$ cat config.mk
export PLATFORM = sky130hd
export DESIGN_NAME = pc_sequencer_flat
export DESIGN_NICKNAME = d
export VERILOG_FILES = /design/src/rtl/pc_sequencer_if.sv /design/src/rtl/pc_sequencer.sv /design/src/flat_wrapper.sv
export SDC_FILE = /design/constraint.sdc
export NUM_CORES = 1
export LEC_CHECK = 0
export BUFFER_PORTS_ARGS = -buffer_cell sky130_fd_sc_hd__buf_2
export CORE_MARGIN = 5
export CORE_UTILIZATION = 59
export CTS_CLUSTER_DIAMETER = 40
export DETAILED_ROUTE_END_ITERATION = 6
export PLACE_DENSITY = 0.9
export SETUP_SLACK_MARGIN = 0.5
export SYNTH_ARGS = -nofsm -noshare
export SYNTH_HDL_FRONTEND = slang
export SYNTH_SLANG_ARGS = --single-unit
$ cat constraint.sdc
create_clock -name clk -period 2.4 [get_ports clk]
set_input_delay 0.48 -clock clk [delete_from_list [all_inputs] [get_ports clk]]
set_output_delay 0.48 -clock clk [all_outputs]
set_load 0.03 [all_outputs]
$ cat src/rtl/pc_sequencer_if.sv
// Fetch-side bundle for pc_sequencer: run control, flow events,
// and the registered PC / return-stack status.
interface pc_sequencer_if #(
   parameter int AW     = 13,
   parameter int RAS_CW = 3
);
   logic          start;
   logic          stall;
   logic          halt;
   logic          resume;
   logic          redirect;
   logic [AW-1:0] redirect_addr;
   logic          call;
   logic          ret;
   logic [AW-1:0] link_addr;
   logic [AW-1:0] pc;
   logic          pc_valid;
   logic [RAS_CW-1:0] ras_count;
   logic          ras_empty;
   logic          ras_full;
   logic          ras_err;

   modport master (
      output start, stall, halt, resume,
      output redirect, redirect_addr,
      output call, ret, link_addr,
      input  pc, pc_valid, ras_count,
      input  ras_empty, ras_full, ras_err
   );

   modport slave (
      input  start, stall, halt, resume,
      input  redirect, redirect_addr,
      input  call, ret, link_addr,
      output pc, pc_valid, ras_count,
      output ras_empty, ras_full, ras_err
   );
endinterface

$ cat src/rtl/pc_sequencer.sv
// IF-stage program counter: run control, stall hold, redirect,
// and a circular return-address stack for call/return.
module pc_sequencer #(
   parameter int AW         = 13,
   parameter int STEP       = 1,
   parameter int RESET_ADDR = 0,
   parameter int RAS_DEPTH  = 4,
   parameter int RAS_CW     = 3
) (
   input logic           clk,
   input logic           reset,
   pc_sequencer_if.slave bus
);
   localparam int PW = (RAS_DEPTH > 1) ? $clog2(RAS_DEPTH) : 1;

   typedef enum logic [1:0] {
      IDLE = 2'd0,
      RUN  = 2'd1,
      HALT = 2'd2
   } state_t;

   state_t            state_q, state_d;
   logic [AW-1:0]     pc_q, pc_d;
   logic [AW-1:0]     mem_q [RAS_DEPTH];
   logic [AW-1:0]     mem_d [RAS_DEPTH];
   logic [PW-1:0]     top_q, top_d;
   logic [RAS_CW-1:0] cnt_q, cnt_d;
   logic              err_q, err_d;
   logic              empty, full;

   function automatic logic [PW-1:0] ptr_inc(
      input logic [PW-1:0] p
   );
      return (p == PW'(RAS_DEPTH - 1)) ? '0 : p + 1'b1;
   endfunction

   function automatic logic [PW-1:0] ptr_dec(
      input logic [PW-1:0] p
   );
      return (p == '0) ? PW'(RAS_DEPTH - 1) : p - 1'b1;
   endfunction

   assign empty = (cnt_q == '0);
   assign full  = (cnt_q == RAS_CW'(RAS_DEPTH));

   always_comb begin
      state_d = state_q;
      pc_d    = pc_q;
      mem_d   = mem_q;
      top_d   = top_q;
      cnt_d   = cnt_q;
      err_d   = err_q;
      unique case (state_q)
         IDLE: if (bus.start) state_d = RUN;
         HALT: if (bus.resume) state_d = RUN;
         RUN: begin
            if (bus.halt) state_d = HALT;
            if (bus.call && bus.ret && !empty) begin
               pc_d         = mem_q[top_q];
               mem_d[top_q] = bus.link_addr;
            end else if (bus.ret && !bus.call) begin
               if (empty) begin
                  pc_d  = bus.redirect_addr;
                  err_d = 1'b1;
               end else begin
                  pc_d  = mem_q[top_q];
                  top_d = ptr_dec(top_q);
                  cnt_d = cnt_q - 1'b1;
               end
            end else if (bus.call) begin
              // covers call alone and call+ret on an empty stack
               top_d        = ptr_inc(top_q);
               mem_d[top_d] = bus.link_addr;
               pc_d         = bus.redirect_addr;
               if (full) err_d = 1'b1;
               else      cnt_d = cnt_q + 1'b1;
               if (bus.ret) err_d = 1'b1;
            end else if (bus.redirect) begin
               pc_d = bus.redirect_addr;
            end else if (!bus.stall) begin
               pc_d = pc_q + AW'(STEP);
            end
         end
         default: state_d = IDLE;
      endcase
   end

   always_ff @(posedge clk or negedge reset) begin
      if (!reset) begin
         state_q <= IDLE;
         pc_q    <= AW'(RESET_ADDR);
         top_q   <= '0;
         cnt_q   <= '0;
         err_q   <= 1'b0;
         for (int i = 0; i < RAS_DEPTH; i++)
            mem_q[i] <= '0;
      end else begin
         state_q <= state_d;
         pc_q    <= pc_d;
         top_q   <= top_d;
         cnt_q   <= cnt_d;
         err_q   <= err_d;
         mem_q   <= mem_d;
      end
   end

   assign bus.pc        = pc_q;
   assign bus.pc_valid  = (state_q == RUN) && !bus.stall;
   assign bus.ras_count = cnt_q;
   assign bus.ras_empty = empty;
   assign bus.ras_full  = full;
   assign bus.ras_err   = err_q;
endmodule

$ cat src/flat_wrapper.sv
// flat-port wrapper written by rule: the top's interface ports become plain ports
module pc_sequencer_flat 
#(
   parameter int AW         = 13,
   parameter int STEP       = 1,
   parameter int RESET_ADDR = 0,
   parameter int RAS_DEPTH  = 4,
   parameter int RAS_CW     = 3
)
  (clk, reset, bus_start, bus_stall, bus_halt, bus_resume, bus_redirect, bus_redirect_addr, bus_call, bus_ret, bus_link_addr, bus_pc, bus_pc_valid, bus_ras_count, bus_ras_empty, bus_ras_full, bus_ras_err);
  pc_sequencer_if #(.AW(AW), .RAS_CW(RAS_CW)) bus_i ();
  input logic clk;
  input logic reset;
  input wire logic [$bits(bus_i.start)-1:0] bus_start;
  input wire logic [$bits(bus_i.stall)-1:0] bus_stall;
  input wire logic [$bits(bus_i.halt)-1:0] bus_halt;
  input wire logic [$bits(bus_i.resume)-1:0] bus_resume;
  input wire logic [$bits(bus_i.redirect)-1:0] bus_redirect;
  input wire logic [$bits(bus_i.redirect_addr)-1:0] bus_redirect_addr;
  input wire logic [$bits(bus_i.call)-1:0] bus_call;
  input wire logic [$bits(bus_i.ret)-1:0] bus_ret;
  input wire logic [$bits(bus_i.link_addr)-1:0] bus_link_addr;
  output wire logic [$bits(bus_i.pc)-1:0] bus_pc;
  output wire logic [$bits(bus_i.pc_valid)-1:0] bus_pc_valid;
  output wire logic [$bits(bus_i.ras_count)-1:0] bus_ras_count;
  output wire logic [$bits(bus_i.ras_empty)-1:0] bus_ras_empty;
  output wire logic [$bits(bus_i.ras_full)-1:0] bus_ras_full;
  output wire logic [$bits(bus_i.ras_err)-1:0] bus_ras_err;
  assign bus_i.start = bus_start;
  assign bus_i.stall = bus_stall;
  assign bus_i.halt = bus_halt;
  assign bus_i.resume = bus_resume;
  assign bus_i.redirect = bus_redirect;
  assign bus_i.redirect_addr = bus_redirect_addr;
  assign bus_i.call = bus_call;
  assign bus_i.ret = bus_ret;
  assign bus_i.link_addr = bus_link_addr;
  assign bus_pc = bus_i.pc;
  assign bus_pc_valid = bus_i.pc_valid;
  assign bus_ras_count = bus_i.ras_count;
  assign bus_ras_empty = bus_i.ras_empty;
  assign bus_ras_full = bus_i.ras_full;
  assign bus_ras_err = bus_i.ras_err;
  pc_sequencer #(.AW(AW), .STEP(STEP), .RESET_ADDR(RESET_ADDR), .RAS_DEPTH(RAS_DEPTH), .RAS_CW(RAS_CW)) u_core (.clk(clk), .reset(reset), .bus(bus_i));
endmodule
### Yosys cells after proc, flatten, opt, wreduce, memory -nomap -nowiden

Index checks and enable logic that the tools add are counted.

* add/sub/neg operators: 5
* order comparisons: 4
* equality and inequality tests: 12
* muxes and demuxes: 36
* bitwise operators: 3
* reductions and logical operators: 21

Operators with widths (count)
* $mux W52: 3
* $mux W13: 10
* $bwmux W52: 2
* $demux W13 S2: 2
* $bmux W13 S2: 1
* $mux W2: 8
* $add A13 B1 Y13 const B: 1
* $mux W3: 4
* $reduce_and A5 Y1: 2
* $ne A2 B2 Y1 const B: 4
* $ge A3 B3 Y1 const B: 2
* $logic_and A1 B1 Y1: 6
* $lt A3 B1 Y1 const B: 2
* $ne A2 B1 Y1 const B: 3
* $not A2 Y3: 2
* $pmux W2 S3: 1
* $reduce_and A3 Y1: 2
* $mux W1: 5
* $ne A5 B1 Y1 const B: 1
* $eq A2 B2 Y1 const B: 2
* $logic_not A2 Y1: 2
* $reduce_and A4 Y1: 1
* $reduce_bool A2 Y1: 2
* $add A3 B1 Y3 const B: 1
* other kinds (10): 12

* register bits after elaboration: 73
* logic and storage cells: 90

### Depth between registers and ports, before layout

* word-level depth: 11
* gate-level depth with buffers: 9
* depth with buffers taken out: 7

### Worst setup path after synthesis

OpenSTA, ideal clock, no wires.

* path type: register -> register
* start point: register u_core.top_q[1]
* end point: register u_core.mem_q[13] (netlist bit)
* library setup time: 0.125 ns
* arrival: 1.789 ns
* data required time: 2.275 ns
* setup slack: 0.486 ns
* cell stages (with the launch flop): 9
* buffers on the path: 3
* clock period less this slack: 1.914 ns
* cells stage by stage: dfrtp_1 clkbuf_1 buf_2 inv_1 ha_1 nand2_1 a21oi_4 buf_12 mux2_4

* cells in the longest elaborated chain, start to end: 11

RTL lines
* from (decl): line pc_sequencer.sv:26 `logic [PW-1:0] top_q, top_d;`
* from (signal assigned): line pc_sequencer.sv:100 `top_q <= top_d;`
* $add A2 B1 Y2 / $eq A2 B2 Y1 (equally long branches): line pc_sequencer.sv:34 `return (p == PW'(RAS_DEPTH - 1)) ? '0 : p + 1'b1;`
* $mux W2: line pc_sequencer.sv:34
* $not A2 Y3 (not written as such): line pc_sequencer.sv:73 `mem_d[top_d] = bus.link_addr;`
* $ge A3 B3 Y1 (not written as such) / $lt A3 B1 Y1 (equally long branches): line pc_sequencer.sv:73
* $logic_and A1 B1 Y1 (not written as such): line pc_sequencer.sv:73
* $mux W13 (not written as such): line pc_sequencer.sv:73
* $demux W13 S2: line pc_sequencer.sv:73
* $bwmux W52: line pc_sequencer.sv:73
* $mux W52: line pc_sequencer.sv:70 `end else if (bus.call) begin`
* $mux W52: line pc_sequencer.sv:61 `end else if (bus.ret && !bus.call) begin`
* $mux W52 (*): line pc_sequencer.sv:58 `if (bus.call && bus.ret && !empty) begin`
* to (signal assigned): line pc_sequencer.sv:103 `mem_q <= mem_d;`
* to (decl): line pc_sequencer.sv:24 `logic [AW-1:0] mem_q [RAS_DEPTH];`

Mark *: on every way between the ends. The rest lies on a longest branch, timed or not. The select of a mux whose other input is x is not followed.
A chain may end at the register's enable or synchronous reset.

### Worst setup path after layout

* start point: register u_core.cnt_q[2], in the netlist u_core.bus.ras_count[2]
* end point: register u_core.mem_q[25] (netlist bit)

* cells in the longest elaborated chain, start to end: 5

RTL lines
* from (decl): line pc_sequencer.sv:27 `logic [RAS_CW-1:0] cnt_q, cnt_d;`
* from (signal assigned): line pc_sequencer.sv:101 `cnt_q <= cnt_d;`
* $logic_not A3 Y1 (*): line pc_sequencer.sv:43 `assign empty = (cnt_q == '0);`
* $logic_not A1 Y1 (*): line pc_sequencer.sv:58
* $logic_and A1 B1 Y1 (*): line pc_sequencer.sv:58
* $ne A2 B1 Y1 (no line) / $reduce_bool A2 Y1 (equally long branches)
* $reduce_and A3 Y1 (no line)

Mark *: on every way between the ends. The rest lies on a longest branch, timed or not.

==> impl_metrics.py <==
metrics = {
    "outcome": {
        "status": "completed",
    },
    "clocking": {
        "cts.path.max_buffers": 2,
        "cts_made_buffers": 9,
        "cts_tree": "built",
        "root_buffer": "clkbuf_8",
        "clock_sinks": 73,
        "clk_latency_ns": 0.35,
        "ctsHoldBuffers": 0,
        "path_clk_slew_ns": 0.09,
        "htree_levels": 3,
    },
    "worst_setup_path": {
        "critPathMaxStageDelay_ns": 0.47,
        "cp_slowest_cell": "dfrtp_2",
        "crit_path_end_kind": "flip-flop",
        "start_kind": "flip-flop",
        "path_cells": "buf_6, o31ai_4, buf_6, nand2_4, a21oi_4, buf_12, mux2_2",
        "required_ns": 2.64,
        "path_class": "flip-flop to flip-flop",
        "reg2reg_depth": 7,
        "cp.arrival_ns": 2.16,
        "regToRegSetupSlack_ns": 0.48,
        "cp_top_family": "buffers and inverters",
        "path_buf_inv": 3,
        "cp_max_fo": 7,
        "r2r-start": "u_core.bus.ras_count[2]",
        "cp_common_cell": "buf_6",
        "r2r-end": "u_core.mem_q[25]",
    },
    "finish": {
        "num_antenna_cells": 0,
        "n_fill_cell": 487,
        "layout-drive-gt1-share": 0.429,
        "final_cells": 535,
        "final_common_cell": "dfrtp_1",
        "syn_to_final_growth_pct": 20.2,
        "fin_util": 0.731,
        "fin_nets": 476,
        "final_cell_mix": "dfrtp_1, buf_2, mux2_4, nand2_1, buf_4",
    },
    "power_and_ir_drop": {
        "p_leak_nw": 2.34,
        "p_comb_frac": 0.523,
        "power_density_nw_per_um2": 1340,
        "ir_drop_mv": 0.668,
        "power_mw": 7.11,
        "p_int_mw": 4.25,
        "p_sw_frac": 0.401,
        "seqPwrFrac": 0.334,
        "p_sw_mw": 2.85,
        "pwr-share-clk": 0.144,
    },
    "run": {
        "maxCapViolCount": 0,
    },
    "yosys": {
        "synth_top_cell_by_area": "dfrtp_1",
        "ys_seq_elements": 73,
        "ys.flop_type": "dfrtp_1",
        "yosys_warnings": 0,
        "syn_area_per_cell_um2": 12.5,
        "synthArstFlopShare": 1.00,
        "ys_seq_area_frac": 0.414,
        "syn_area_um2": 4410,
        "ys_types": 62,
        "synthCells": 354,
        "syn_nets": 399,
        "synth_edf_count": 0,
        "synth.top_cell.area_share": 0.414,
        "yosys-top-cells-area": "dfrtp_1, mux2_4, mux4_1, mux2_2, ha_1",
    },
    "grt": {
        "grt_pass1_vias": 3274,
        "grt_overflow": 0,
        "grt_pass1_wl_mm": 16.4,
        "grt_max_degree": 51,
        "antenna_found_initial": 0,
        "grt_util_all_layers": 0.231,
    },
    "sta": {
        "slew_headroom": 0.605,
        "timing.fmax_mhz": 520,
        "setup_viol": 0,
        "finalCritPeriodShare": 0.802,
        "fin_tns_setup_ns": 0,
        "fin_skew_ns": 0.0136,
        "worst_pin_slew_ns": 0.592,
        "finalHoldViolCount": 0,
        "finalMaxSlewViolations": 0,
        "rsz0062_at_grt": "true",
        "min_period_ns": 1.92,
    },
    "floorplan": {
        "fp.dieW_um": 96.5,
        "rows": 31,
        "die_area_um2": 9310,
        "ios": 55,
        "coreArea_um2": 7250,
        "start_util": 0.608,
        "dieHeight_um": 96.5,
    },
    "place": {
        "dpl.cell_count": 496,
        "dp.final_hpwl_mm": 7.23,
        "place.port_buffers": 54,
        "place.gp.congestion": 0.940,
    },
    "routing": {
        "top_layer": "met4",
        "wl_met1_mm": 4.68,
        "wl_met3_um": 796,
        "dr_total_vias": 3341,
        "post_drt_wl_per_cell_um": 21.1,
        "wl_met2_mm": 5.59,
        "vias_per_cell": 6.24,
        "drc": 0,
        "postRouteAntennaNets": 0,
        "drtIter0Drc": 220,
        "dr.pass1.iters": 5,
        "drt-total-wl_mm": 11.3,
    },
    "min_path": {
        "hold_path_class": "input port to async pin",
    },
}
-- sequential cells by signal (all words and copies together), names as in the netlist --
| name | flops |
|---|---|
| u_core.bus.pc | 13 |
| u_core.bus.ras_count | 3 |
| u_core.bus.ras_err | 1 |
| u_core.mem_q | 52 |
| u_core.state_q | 2 |
| u_core.top_q | 2 |
-- cell usage after synthesis, types with 2 or more instances --
library cell  count
clkbuf_1          6
o211ai_1          2
o22ai_1           6
a21oi_4           4
or3_1             4
o21ai_0          12
a221oi_1          5
xor2_1            2
nor2_1           11
dfrtp_1          73
nand2_1          28
buf_4             2
buf_12            4
mux2_4           40
nor3_1            6
nor4_1            5
o31ai_1           2
a21o_1            2
nand4_1           2
nor2b_1           4
and2_1            5
a21oi_1          11
a31oi_1           6
a22oi_1           2
ha_1              9
xnor2_1           2
nand2b_1          2
o21bai_1          2
nand3_1          12
mux2i_1           4
mux4_2            4
a32o_1            4
a211oi_1          3
mux2_2           12
buf_6             5
nor4b_1           2
mux4_1            9
inv_1             9
o21a_1            3
buf_2             6
-- cell families (layout without fill, tap and decap cells) --
kind of cell | after synthesis | count (layout) | synth area share
multiplexers | 69 | 69 | 0.250
AO/OA/AOI/OAI | 77 | 77 | 0.138
XOR/XNOR | 4 | 4 | 0.00794
buffers and inverters | 33 | 115 | 0.0553
flip-flops | 73 | 73 | 0.414
adder cells (fa/ha/maj) | 10 | 10 | 0.0301
AND/OR/NAND/NOR | 88 | 88 | 0.105
-- metal layers --
layer	track usage	vias up
met3	0.0519	29
met1	0.312	1668
met5	0	-
li1	-	1492
met2	0.367	152
met4	0.0841	0
-- through the flow --
step / setup slack, ns / cell area (um^2) / hold slack, ns
after floorplan: 0.508 / 4410 / 0.184
after global placement: 0.320 / 4730 / 0.437
after global routing: 0.448 / 5310 / 0.157
after detailed placement: 0.253 / 4730 / 0.444
final: 0.476 / 5310 / 0.126
after CTS: 0.301 / 5010 / 0.135
-- worst register-to-register path, cell delays in order (launching register included) --
cell,delay [ns]
dfrtp_2,0.47
buf_6,0.15
o31ai_4,0.21
buf_6,0.18
nand2_4,0.07
a21oi_4,0.22
buf_12,0.17
mux2_2,0.35
-- power groups by stage --
stage	combinational [mW]	clock (mW)	sequential, mW
after global placement	3.03	0	2.33
after floorplan	2.24	0	2.46
after detailed placement	3.15	0	2.37
final	3.71	1.02	2.37
after global routing	3.92	1.10	2.43
after CTS	3.23	1.02	2.36
-- area by class of cell --
class	count	area [um^2]	share of cell area
Clock buffer	9	124	0.0233
Clock inverter	7	83.8	0.0158
Inverter	10	47.5	0.00896
Multi-Input combinational cell	248	2400	0.453
Sequential cell	73	1830	0.346
Tap cell	99	124	0.0233
Timing Repair Buffer	89	689	0.130
-- how the worst max path moves through the flow --
| stage | start | to | depth (start not counted) |
|---|---|---|---|
| floorplan | u_core.bus.ras_count[2] | u_core.mem_q[10] | 6 |
| global placement | bus_ret | u_core.mem_q[38] | 5 |
| detailed placement | bus_ret | u_core.mem_q[27] | 5 |
| CTS | u_core.bus.ras_count[1] | bus_ras_empty | 3 |
| global route | u_core.bus.ras_count[0] | bus_ras_empty | 3 |
| finish | u_core.bus.ras_count[2] | u_core.mem_q[25] | 7 |
-- repair_timing --
item	in CTS	in global routing
buffers inserted	4	16
endpoints found under the setup margin	33	48
pin swaps	2	6
resized for setup	7	28
hold endpoints to repair	0	0
gates cloned	0	3
Note: power is estimated with default switching activity, not from simulation.
